<file path="config.mk">
export PLATFORM = sky130hd
export DESIGN_NAME = prefix_adder_pipe
export DESIGN_NICKNAME = d
export VERILOG_FILES = /design/src/rtl/prefix_adder_pipe.sv
export SDC_FILE = /design/constraint.sdc
export NUM_CORES = 1
export LEC_CHECK = 0
export CORE_ASPECT_RATIO = 1.25
export CORE_MARGIN = 2
export CORE_UTILIZATION = 40
export CTS_BUF_LIST = sky130_fd_sc_hd__clkbuf_4 sky130_fd_sc_hd__clkbuf_8
export DETAILED_ROUTE_END_ITERATION = 8
export GPL_TIMING_DRIVEN = 1
export RECOVER_POWER = 50
export SKIP_LAST_GASP = 1
export SLEW_MARGIN = 0
export SYNTH_ARGS = -nofsm -noshare
export SYNTH_HDL_FRONTEND = slang
export SYNTH_SLANG_ARGS = --single-unit
export TNS_END_PERCENT = 30
</file>
<file path="constraint.sdc">
create_clock -name clk -period 6 [get_ports clk]
set_clock_uncertainty 0.15 [all_clocks]
set_input_delay 1.2 -clock clk [delete_from_list [all_inputs] [get_ports clk]]
set_output_delay 1.2 -clock clk [all_outputs]
set_load 0.1 [all_outputs]
</file>
<file path="src/rtl/prefix_adder_pipe.sv">
// prefix_adder_pipe
//   Pipelined Kogge-Stone parallel-prefix adder computing a + b + cin with a
//   valid/ready stream interface. One result per cycle, full backpressure,
//   and bubble collapse: an empty rank refills even while the output stalls.
//
//   Ranks: rank 0 captures bitwise p/g (cin folded into bit-0 generate).
//   A prefix rank follows every PIPE_EVERY levels, except after the last level.
//   The final rank registers sum/cout/ovf/grp_p.
//   Latency = 2 + (LOG2W-1)/PIPE_EVERY cycles.
//
// Ports
//   clk, rst_n        rising-edge clock, asynchronous active-low reset
//   in_valid/in_ready operand handshake (a, b, cin)
//   out_valid/out_ready result handshake (sum, cout, ovf, grp_p)
//   sum   (a+b+cin) mod 2^WIDTH
//   cout  carry out of bit WIDTH-1
//   ovf   carry into MSB xor cout
//   grp_p AND of all bitwise propagates
module prefix_adder_pipe #(
  parameter int WIDTH      = 32,
  parameter int PIPE_EVERY = 2
) (
  input  logic             clk,
  input  logic             rst_n,
  input  logic             in_valid,
  output logic             in_ready,
  input  logic [WIDTH-1:0] a,
  input  logic [WIDTH-1:0] b,
  input  logic             cin,
  output logic             out_valid,
  input  logic             out_ready,
  output logic [WIDTH-1:0] sum,
  output logic             cout,
  output logic             ovf,
  output logic             grp_p
);

  localparam int LOG2W = $clog2(WIDTH);
  localparam int NMID  = (LOG2W - 1) / PIPE_EVERY;  // prefix ranks after rank 0
  localparam int NPFX  = NMID + 1;                  // ranks holding prefix state
  localparam int NRANK = NMID + 2;                  // including output rank
  localparam int LAST  = NRANK - 1;

  // Prefix-rank storage: group g/p, raw bitwise p (for the sum) and cin.
  logic [WIDTH-1:0] rg_q [NPFX];
  logic [WIDTH-1:0] rp_q [NPFX];
  logic [WIDTH-1:0] rx_q [NPFX];
  logic [NPFX-1:0]  rc_q;

  logic [NRANK-1:0] v_q, v_d;
  logic [NRANK-1:0] load_s, adv_s, rdy_s;
  logic             init_q;

  logic [WIDTH-1:0] p0_s, g0_s;
  logic [WIDTH-1:0] lg_s [1:LOG2W];
  logic [WIDTH-1:0] lp_s [1:LOG2W];

  logic [WIDTH-1:0] sum_d, sum_q;
  logic             cout_d, cout_q, ovf_d, ovf_q, grp_d, grp_q;

  // Stage 0 bitwise propagate/generate with cin folded into bit 0.
  always_comb begin
    p0_s    = a ^ b;
    g0_s    = a & b;
    g0_s[0] = (a[0] & b[0]) | (p0_s[0] & cin);
  end

  // Prefix levels; level k reads from a register rank when one precedes it.
  for (genvar k = 1; k <= LOG2W; k++) begin : g_lvl
    localparam int D = 1 << (k - 1);
    logic [WIDTH-1:0] gi_s, pi_s, go_s, po_s;

    if (((k - 1) % PIPE_EVERY) == 0) begin : g_from_reg
      assign gi_s = rg_q[(k - 1) / PIPE_EVERY];
      assign pi_s = rp_q[(k - 1) / PIPE_EVERY];
    end else begin : g_from_comb
      assign gi_s = lg_s[k - 1];
      assign pi_s = lp_s[k - 1];
    end

    // Combine bit i with bit i-D; bits below D pass through.
    always_comb begin
      go_s = gi_s;
      po_s = pi_s;
      for (int i = D; i < WIDTH; i++) begin
        go_s[i] = gi_s[i] | (pi_s[i] & gi_s[i - D]);
        po_s[i] = pi_s[i] & pi_s[i - D];
      end
    end

    assign lg_s[k] = go_s;
    assign lp_s[k] = po_s;
  end

  // Handshake chain: readiness ripples back from out_ready through each rank.
  always_comb begin
    logic rdy_nxt;
    adv_s   = '0;
    rdy_s   = '0;
    load_s  = '0;
    rdy_nxt = out_ready;
    for (int r = LAST; r >= 0; r--) begin
      adv_s[r] = v_q[r] & rdy_nxt;
      rdy_s[r] = ~v_q[r] | adv_s[r];
      rdy_nxt  = rdy_s[r];
    end
    load_s[0] = in_valid & init_q & rdy_s[0];
    for (int r = 1; r < NRANK; r++) begin
      load_s[r] = v_q[r - 1] & rdy_s[r];
    end
  end

  // Next-state of every rank valid bit.
  always_comb begin
    v_d = v_q;
    for (int r = 0; r < NRANK; r++) begin
      if (load_s[r]) begin
        v_d[r] = 1'b1;
      end else if (adv_s[r]) begin
        v_d[r] = 1'b0;
      end else begin
        v_d[r] = v_q[r];
      end
    end
  end

  // Output rank next values from the fully resolved prefix.
  always_comb begin
    sum_d  = {rx_q[NMID][WIDTH-1:1] ^ lg_s[LOG2W][WIDTH-2:0],
              rx_q[NMID][0] ^ rc_q[NMID]};
    cout_d = lg_s[LOG2W][WIDTH-1];
    ovf_d  = lg_s[LOG2W][WIDTH-1] ^ lg_s[LOG2W][WIDTH-2];
    // Every bit's group propagate spans down to bit 0, so their AND is &p.
    grp_d  = &lp_s[LOG2W];
  end

  // Valid bits and the post-reset accept enable.
  always_ff @(posedge clk or negedge rst_n) begin
    if (!rst_n) begin
      v_q    <= '0;
      init_q <= 1'b0;
    end else begin
      v_q    <= v_d;
      init_q <= 1'b1;
    end
  end

  // Prefix-rank data registers; qualified by load only, no reset needed.
  always_ff @(posedge clk) begin
    if (load_s[0]) begin
      rg_q[0] <= g0_s;
      rp_q[0] <= p0_s;
      rx_q[0] <= p0_s;
      rc_q[0] <= cin;
    end
    for (int j = 1; j < NPFX; j++) begin
      if (load_s[j]) begin
        rg_q[j] <= lg_s[j * PIPE_EVERY];
        rp_q[j] <= lp_s[j * PIPE_EVERY];
        rx_q[j] <= rx_q[j - 1];
        rc_q[j] <= rc_q[j - 1];
      end
    end
  end

  // Output rank; reset so the result pins read zero during reset.
  always_ff @(posedge clk or negedge rst_n) begin
    if (!rst_n) begin
      sum_q  <= '0;
      cout_q <= 1'b0;
      ovf_q  <= 1'b0;
      grp_q  <= 1'b0;
    end else if (load_s[LAST]) begin
      sum_q  <= sum_d;
      cout_q <= cout_d;
      ovf_q  <= ovf_d;
      grp_q  <= grp_d;
    end
  end

  assign in_ready  = init_q & rdy_s[0];
  assign out_valid = v_q[LAST];
  assign sum       = sum_q;
  assign cout      = cout_q;
  assign ovf       = ovf_q;
  assign grp_p     = grp_q;

endmodule

</file>
==> flow_summary_export.csv, run 1 <==
group,metric,value,unit
global_routing,number_of_global_route_vias_before_repair,6086,
clock_network,number_of_buffers_inserted_during_clock_tree_synthesis,44,
synth,synthesis.nets,787,
setup_path,reg2reg_to,"sum[25]",
placement,dp_hpwl,15.9,mm
timing,max_clock_freq,258,MHz
floorplan,die_area,0.0300,mm²
setup_path,r2r_slack,3.41,ns
pwr,leakage,5.06,nW
placement,place_inst,1146,
synth,synthesis.area_per_instance,16.7,µm²
final_layout,layout.cells.most_common,"sky130_fd_sc_hd__edfxtp_1",
final_layout,antennaDiodeCount,0,
final_layout,fillers,2503,
clock_network,clock_sink_count,297,
clock_network,tritoncts,"yes",
final_layout,multi_input_area,0.00257,mm²
run_status,status,"finished, violations left",
synth,synthesis.instances,686,
synth,ys_warns,0,
global_routing,pin_count_of_the_biggest_net_entering_global_routing,64,
setup_path,critical-path-slowest-cell,"sky130_fd_sc_hd__dlygate4sd3_1",
placement,buffer_ports.inserted,105,
clock_network,ctsRootBufferMaster,"sky130_fd_sc_hd__clkbuf_8",
final_layout,drive_gt1_share,11.8,%
timing,tightestPinTransition,2.19,ns
detailed_routing,post_drt_wl_per_cell,17.6,µm
floorplan,die-width,155,µm
final_layout,layout.area.seq,0.00872,mm²
min_path,timing.hold.worst.start,"rx_q[0][35]",
timing,fin_crit,3.88,ns
clock_network,clock_insertion_delay_worst_skew,0.55,ns
setup_path,worstPathCellList,"dlygate4sd3_1, and2b_2, nand4_1, and2_1, buf_4",
timing,slew_viol_final,75,
setup_path,crit_path_start_kind,"input port",
synth,seq_cells_post_synth,297,
global_routing,number_of_antenna_violations_at_the_first_check_in_global_routing,0,
detailed_routing,via_count,5873,
clock_network,clkTransAtPathRegs,0.06,ns
detailed_routing,firstDrtPassIters,4,
floorplan,core,0.0283,mm²
min_path,holdCritPathClass,"reg2reg",
synth,synth_cell_types,32,
clock_network,cts_resized,0,
timing,final_cycle_utilization_of_the_critical_path,64.7,%
run_status,failed_checks,"capacitance limit, slew limit",
timing,post_route_setup_tns,0,ns
detailed_routing,via_per_inst,4.80,
floorplan,initial_utilization,40.4,%
pwr,power_density,371,mW/mm²
setup_path,criticalPathCategory,"in2out",
synth,synth-seq-area-share,76.3,%
pwr,max-vdd-ir-drop,0.152,mV
final_layout,finish.net_count,938,
final_layout,post_layout_instance_count_excluding_filler_cells,1223,
detailed_routing,drt_first_iter_violations,416,
clock_network,postCtsSetupBuffers,0,
setup_path,timing.rr.start,"v_q[3]",
detailed_routing,drt.antenna.violating_nets,0,
final_layout,synth_to_layout_area_growth,19.6,%
setup_path,setup.worst_path.end,"in_ready",
global_routing,global_route.overflow_total,0,
clock_network,postCtsHoldBufs,0,
detailed_routing,drc,0,
global_routing,grt_first_pass_wirelength,33.0,mm
floorplan,boundaryPins,106,
clock_network,bufs_on_longest_clock_path,3,
run,drv_cap,2,
timing,hold_viol,0,
setup_path,cp_data_required_time,4.65,ns
timing,grt_setup_unrepaired,"false",
detailed_routing,detail_route.wirelength,21.5,mm
global_routing,groute.usage.overall,14.6,%
clock_network,depth_of_the_cts_h_tree,2,
timing,setup_viol_count_final,0,
floorplan,floorplan.rows,69,
timing,max-slew-margin-rel,-45.8,%
synth,synth_area,0.0114,mm²
min_path,worst_hold_path.num_cells,0,
floorplan,floorplan.die.height,193,µm
setup_path,reg2reg_depth,3,
setup_path,cp-startpoint,"out_ready",
setup_path,crit_path_end_kind,"output pin",
setup_path,worstPathArrival,2.53,ns
setup_path,cp_slowest_stage_delay,0.54,ns
final_layout,final_cell_mix,"sky130_fd_sc_hd__edfxtp_1 (257), sky130_fd_sc_hd__clkdlybuf4s50_1 (69), sky130_fd_sc_hd__nand2_1 (65), sky130_fd_sc_hd__a21oi_1 (61), sky130_fd_sc_hd__clkbuf_8 (48)",
setup_path,path_max_fanout,3,
placement,global_placer_s_final_weighted_congestion,0.833,
## stage by stage
stage               setup slack, ns  hold WS (ns)  cell area [µm²]  power [W]  utilization (%)
floorplan                     0.921         0.250            11400    0.00330                -
global placement               2.16         0.254            12900    0.00357             45.5
detailed placement             2.12         0.257            12900    0.00357             45.5
CTS                            2.20         0.271            13700    0.00515             48.5
global route                   2.04         0.277            13700    0.00526             48.3
finish                         2.12         0.269            13700    0.00507             48.3
## flip-flops by register name, indices dropped and copies added, names as in the netlist
signal,flops
rg_q,96
sum,32
init_q,1
rx_q,64
rp_q,94
cout,1
ovf,1
grp_p,1
rc_q,3
v_q,4
## synthesized netlist by cell type
cell type                  count  area, µm²
sky130_fd_sc_hd__o21ai_0      28        140
sky130_fd_sc_hd__edfxtp_1    257       7720
sky130_fd_sc_hd__conb_1        1       3.75
sky130_fd_sc_hd__xnor2_1      15        131
sky130_fd_sc_hd__a21o_1       18        135
sky130_fd_sc_hd__clkbuf_8      1       13.8
sky130_fd_sc_hd__or2b_1        1       7.51
sky130_fd_sc_hd__a21oi_1      61        305
sky130_fd_sc_hd__nand3_1      10       50.1
sky130_fd_sc_hd__buf_12        3       60.1
sky130_fd_sc_hd__and4_1        2       17.5
sky130_fd_sc_hd__and2b_2       1       8.76
sky130_fd_sc_hd__ha_1         32        400
sky130_fd_sc_hd__nand2b_1      2       12.5
sky130_fd_sc_hd__nand2_8       1       20.0
sky130_fd_sc_hd__xor2_1       18        158
sky130_fd_sc_hd__nor2b_1       1       6.26
sky130_fd_sc_hd__inv_1         6       22.5
sky130_fd_sc_hd__dfrtp_1      40       1000
sky130_fd_sc_hd__a21boi_0      1       7.51
sky130_fd_sc_hd__mux2_4       30        450
sky130_fd_sc_hd__and3_1        9       56.3
sky130_fd_sc_hd__a41o_2        1       11.3
sky130_fd_sc_hd__and2_1        9       56.3
sky130_fd_sc_hd__nor2_1       42        158
sky130_fd_sc_hd__nand2b_4      1       13.8
sky130_fd_sc_hd__mux2_2        3       33.8
sky130_fd_sc_hd__nor4_1        2       12.5
sky130_fd_sc_hd__nand2_1      64        240
sky130_fd_sc_hd__o21bai_1     16        120
sky130_fd_sc_hd__nand4_1       9       56.3
sky130_fd_sc_hd__a31oi_1       1       6.26
## worst min path at each step
stage                  endpoint  slack (ns)
floorplan               rc_q[1]        0.25
global placement    rx_q[0][67]        0.25
detailed placement      rc_q[2]        0.26
CTS                     rc_q[1]        0.27
global route        rx_q[0][67]        0.28
finish              rx_q[0][67]        0.27
## cell type report
| class | count | area share (%) |
|---|---|---|
| Clock buffer | 59 | 5.44 |
| Clock inverter | 18 | 0.778 |
| Inverter | 6 | 0.165 |
| Multi-Input combinational cell | 379 | 18.8 |
| Sequential cell | 297 | 63.8 |
| Tap cell | 355 | 3.25 |
| Timing Repair Buffer | 109 | 7.84 |
## cell families after synthesis
| logic type | count (synthesis) | synth area share (%) |
|---|---|---|
| flip-flops | 297 | 76.3 |
| buffers and inverters | 10 | 0.843 |
| other | 1 | 0.0328 |
| XOR/XNOR | 33 | 2.53 |
| AND/OR/NAND/NOR | 154 | 6.26 |
| adder cells (fa/ha/maj) | 32 | 3.50 |
| multiplexers | 33 | 4.24 |
| AO/OA/AOI/OAI | 126 | 6.35 |
## routing by layer
| metal | track usage (%) | wire [µm] | up-vias |
|---|---|---|---|
| li1 | - | - | 2893 |
| met3 | 2.73 | 1080 | 47 |
| met1 | 18.8 | 9170 | 2758 |
| met5 | 0 | 0 | - |
| met4 | 6.63 | 654 | 0 |
| met2 | 24.3 | 10600 | 175 |
## worst max-delay path: cells and delay by family
| kind | cells | cell delay, ns |
|---|---|---|
| buffers and inverters | 2 | 0.76 |
| and+or+nand+nor | 3 | 0.55 |
## power breakdown
group          switching (W)  internal, W  leakage, nW  total, W
clock network       0.000725     0.000847        0.460   0.00157
logic               0.000694     0.000273         1.69  0.000967
registers           0.000102      0.00243         2.91   0.00253
No activity file was read; power rests on OpenSTA's default activity.
==> run 2: changes to the inputs <==
clock period = 3.7 ns   (was 6 ns; I/O delays follow)
==> run 2 against run 1 <==
Compared with the run above:
- non-clock buffer count unchanged
- worst hold slack lost 0.010 ns
- first-iteration DRC count shrank 15%
- via count grew 0.39%
- die area is the same
- sequential share of layout area increased by 0.16 points
- power rose by 61%
- critical path depth unchanged
- highest routed layer unchanged
- the flow still finishes with violations (capacitance limit, slew limit)
- setup slack got worse by 1.4 ns
- cell count is essentially flat
==> flow_summary_export.csv, run 2 (synthesis results as in run 1) <==
group,metric,value,unit
clock_network,postCtsSetupBuffers,0,
global_routing,global_route.overflow_total,0,
floorplan,initial_utilization,40.4,%
placement,global_placer_s_final_weighted_congestion,0.875,
detailed_routing,via_per_inst,4.82,
final_layout,largest_register_ff_count,96,
pwr,cellInternalPower,0.00569,W
run_status,status,"finished, violations left",
global_routing,number_of_global_route_vias_before_repair,6145,
placement,dpl-instance-area,0.0129,mm²
pwr,logic_pwr_share,19.0,%
final_layout,finish.net_count,938,
detailed_routing,detail_route.wirelength,21.7,mm
timing,setup_viol_count_final,0,
timing,max-slew-margin-rel,-43.0,%
setup_path,path_delay_family,"buffers and inverters",
clock_network,bufs_on_longest_clock_path,3,
min_path,holdCritPathClass,"reg2reg",
floorplan,boundaryPins,106,
clock_network,tritoncts,"yes",
detailed_routing,via_count,5896,
floorplan,floorplan.die.height,193,µm
run_status,failed_checks,"capacitance limit, slew limit",
clock_network,clock_insertion_delay_worst_skew,0.56,ns
timing,slew_viol_final,75,
clock_network,depth_of_the_cts_h_tree,2,
setup_path,cp_slowest_stage_delay,0.55,ns
setup_path,critical-path-slowest-cell,"sky130_fd_sc_hd__dlygate4sd3_1",
setup_path,worst-path-buf-inv,2,
global_routing,number_of_antenna_violations_at_the_first_check_in_global_routing,0,
final_layout,drive_gt1_share,13.9,%
timing,grt_setup_unrepaired,"false",
setup_path,crit_path_end_kind,"output pin",
clock_network,ctsRootBufferMaster,"sky130_fd_sc_hd__clkbuf_8",
floorplan,floorplan.rows,69,
pwr,power_density,598,mW/mm²
placement,place_inst,1146,
setup_path,crit_path_start_kind,"input port",
final_layout,biggestRegsByFlops,"rg_q: 96 flops, rp_q: 94 flops, rx_q: 64 flops",
placement,buffer_ports.inserted,105,
timing,hold_viol,0,
setup_path,criticalPathCategory,"in2out",
run,drv_cap,2,
floorplan,die-width,155,µm
floorplan,core,0.0283,mm²
global_routing,top_usage_layer,"met2",
global_routing,grt_use_met2,24.7,%
pwr,seq_power_share,50.3,%
final_layout,final_cell_mix,"sky130_fd_sc_hd__edfxtp_1 (257), sky130_fd_sc_hd__nand2_1 (65), sky130_fd_sc_hd__a21oi_1 (61), sky130_fd_sc_hd__clkbuf_8 (44), sky130_fd_sc_hd__clkdlybuf4s50_1 (44)",
setup_path,cp_data_required_time,2.81,ns
detailed_routing,post_drt_wl_per_cell,17.7,µm
detailed_routing,drt_first_iter_violations,352,
final_layout,synth_to_layout_area_growth,19.3,%
timing,post_route_setup_tns,0,ns
pwr,clock_power_share,30.7,%
global_routing,grt.met3_usage,2.84,%
setup_path,path_max_fanout,3,
pwr,p_switching,0.00247,W
final_layout,layout.cells.most_common,"sky130_fd_sc_hd__edfxtp_1",
clock_network,number_of_buffers_inserted_during_clock_tree_synthesis,44,
detailed_routing,drt.antenna.violating_nets,0,
clock_network,cts_resized,0,
global_routing,pin_count_of_the_biggest_net_entering_global_routing,97,
final_layout,fillers,2470,
clock_network,clock_sink_count,297,
final_layout,antennaDiodeCount,0,
detailed_routing,drc,0,
timing,tightestPinTransition,2.15,ns
clock_network,clkTransAtPathRegs,0.06,ns
placement,dp_hpwl,15.9,mm
final_layout,multi_input_area,0.00256,mm²
final_layout,largest_register,"rg_q",
final_layout,layout.area.seq,0.00872,mm²
global_routing,groute.usage.overall,14.8,%
final_layout,post_layout_instance_count_excluding_filler_cells,1224,
setup_path,worstPathArrival,2.08,ns
timing,max_clock_freq,336,MHz
clock_network,postCtsHoldBufs,0,
final_layout,finalInstanceArea,0.0136,mm²
pwr,leakage,5.07,nW
global_routing,grt_first_pass_wirelength,33.5,mm
pwr,fin_total_pwr,0.00815,W
timing,final_cycle_utilization_of_the_critical_path,80.4,%
pwr,max-vdd-ir-drop,0.240,mV
pwr,netSwitchingFraction,30.3,%
setup_path,worstPathCellList,"dlygate4sd3_1, and2b_1, nand4_1, and2_1, buf_12",
global_routing,groute.layer.met1.usage,19.2,%
floorplan,die_area,0.0300,mm²
timing,fin_crit,2.97,ns
detailed_routing,firstDrtPassIters,5,
run 2: cell count changes in the layout (fill, tap and decap cells not counted), sizes merged:
cell and delta:
buf +25, clkinv -1, inv +1, clkinvlp +1, clkdlybuf4s50 -25
run 2: power groups by stage:
| stage | combinational (W) | clock [W] | sequential [W] |
|---|---|---|---|
| 5_1_grt | 0.00162 | 0.00272 | 0.00413 |
| 4_1_cts | 0.00160 | 0.00258 | 0.00411 |
| 3_5_place_dp | 0.00160 | 0 | 0.00418 |
| 3_3_place_gp | 0.00159 | 0 | 0.00418 |
| 2_1_floorplan | 0.000384 | 0 | 0.00496 |
| 6_report | 0.00155 | 0.00250 | 0.00410 |
run 2: worst paths after layout:
check                                  from     endpoint  slack [ns]  depth (start not counted)
worst max register to register       v_q[3]       sum[5]        1.14                          3
min in group asynchronous             rst_n       sum[3]        0.65                          1
max in group asynchronous             rst_n      sum[27]        1.48                          1
worst max-delay path              out_ready     in_ready        0.73                          5
worst min-delay path            rx_q[0][35]  rx_q[0][67]        0.26                          0
worst min register to register  rx_q[0][35]  rx_q[0][67]        0.26                          0
run 2: routing by layer:
| metal | part of all wire, % | wire length [µm] |
|---|---|---|
| met5 | 0 | 0 |
| met2 | 49 | 10700 |
| met4 | 2.7 | 580 |
| met3 | 5.6 | 1210 |
| met1 | 42 | 9170 |
run 2: worst register-to-register path, delay by kind of cell (launching register included):
kind | cells | cell delay (ns)
flops | 1 | 0.40
simple gates | 2 | 1.16
mux | 1 | 0.73
run 2: per-stage QoR:
| stage | hold WS, ns | utilization (%) | setup WS, ns |
|---|---|---|---|
| finish | 0.259 | 48.2 | 0.727 |
| global route | 0.272 | 48.2 | 0.565 |
| CTS | 0.170 | 48.4 | 0.736 |
| detailed placement | 0.255 | 45.5 | 0.840 |
| global placement | 0.254 | 45.5 | 0.862 |
| floorplan | 0.250 | - | -0.376 |
run 2: layout make-up:
| type | instances | area share, % |
|---|---|---|
| clock buffers | 59 | 5.27 |
| clock inverters | 19 | 0.807 |
| inverters | 6 | 0.165 |
| multi-input cells | 379 | 18.8 |
| flip-flops and latches | 297 | 63.9 |
| well taps | 355 | 3.26 |
| repair buffers | 109 | 7.77 |
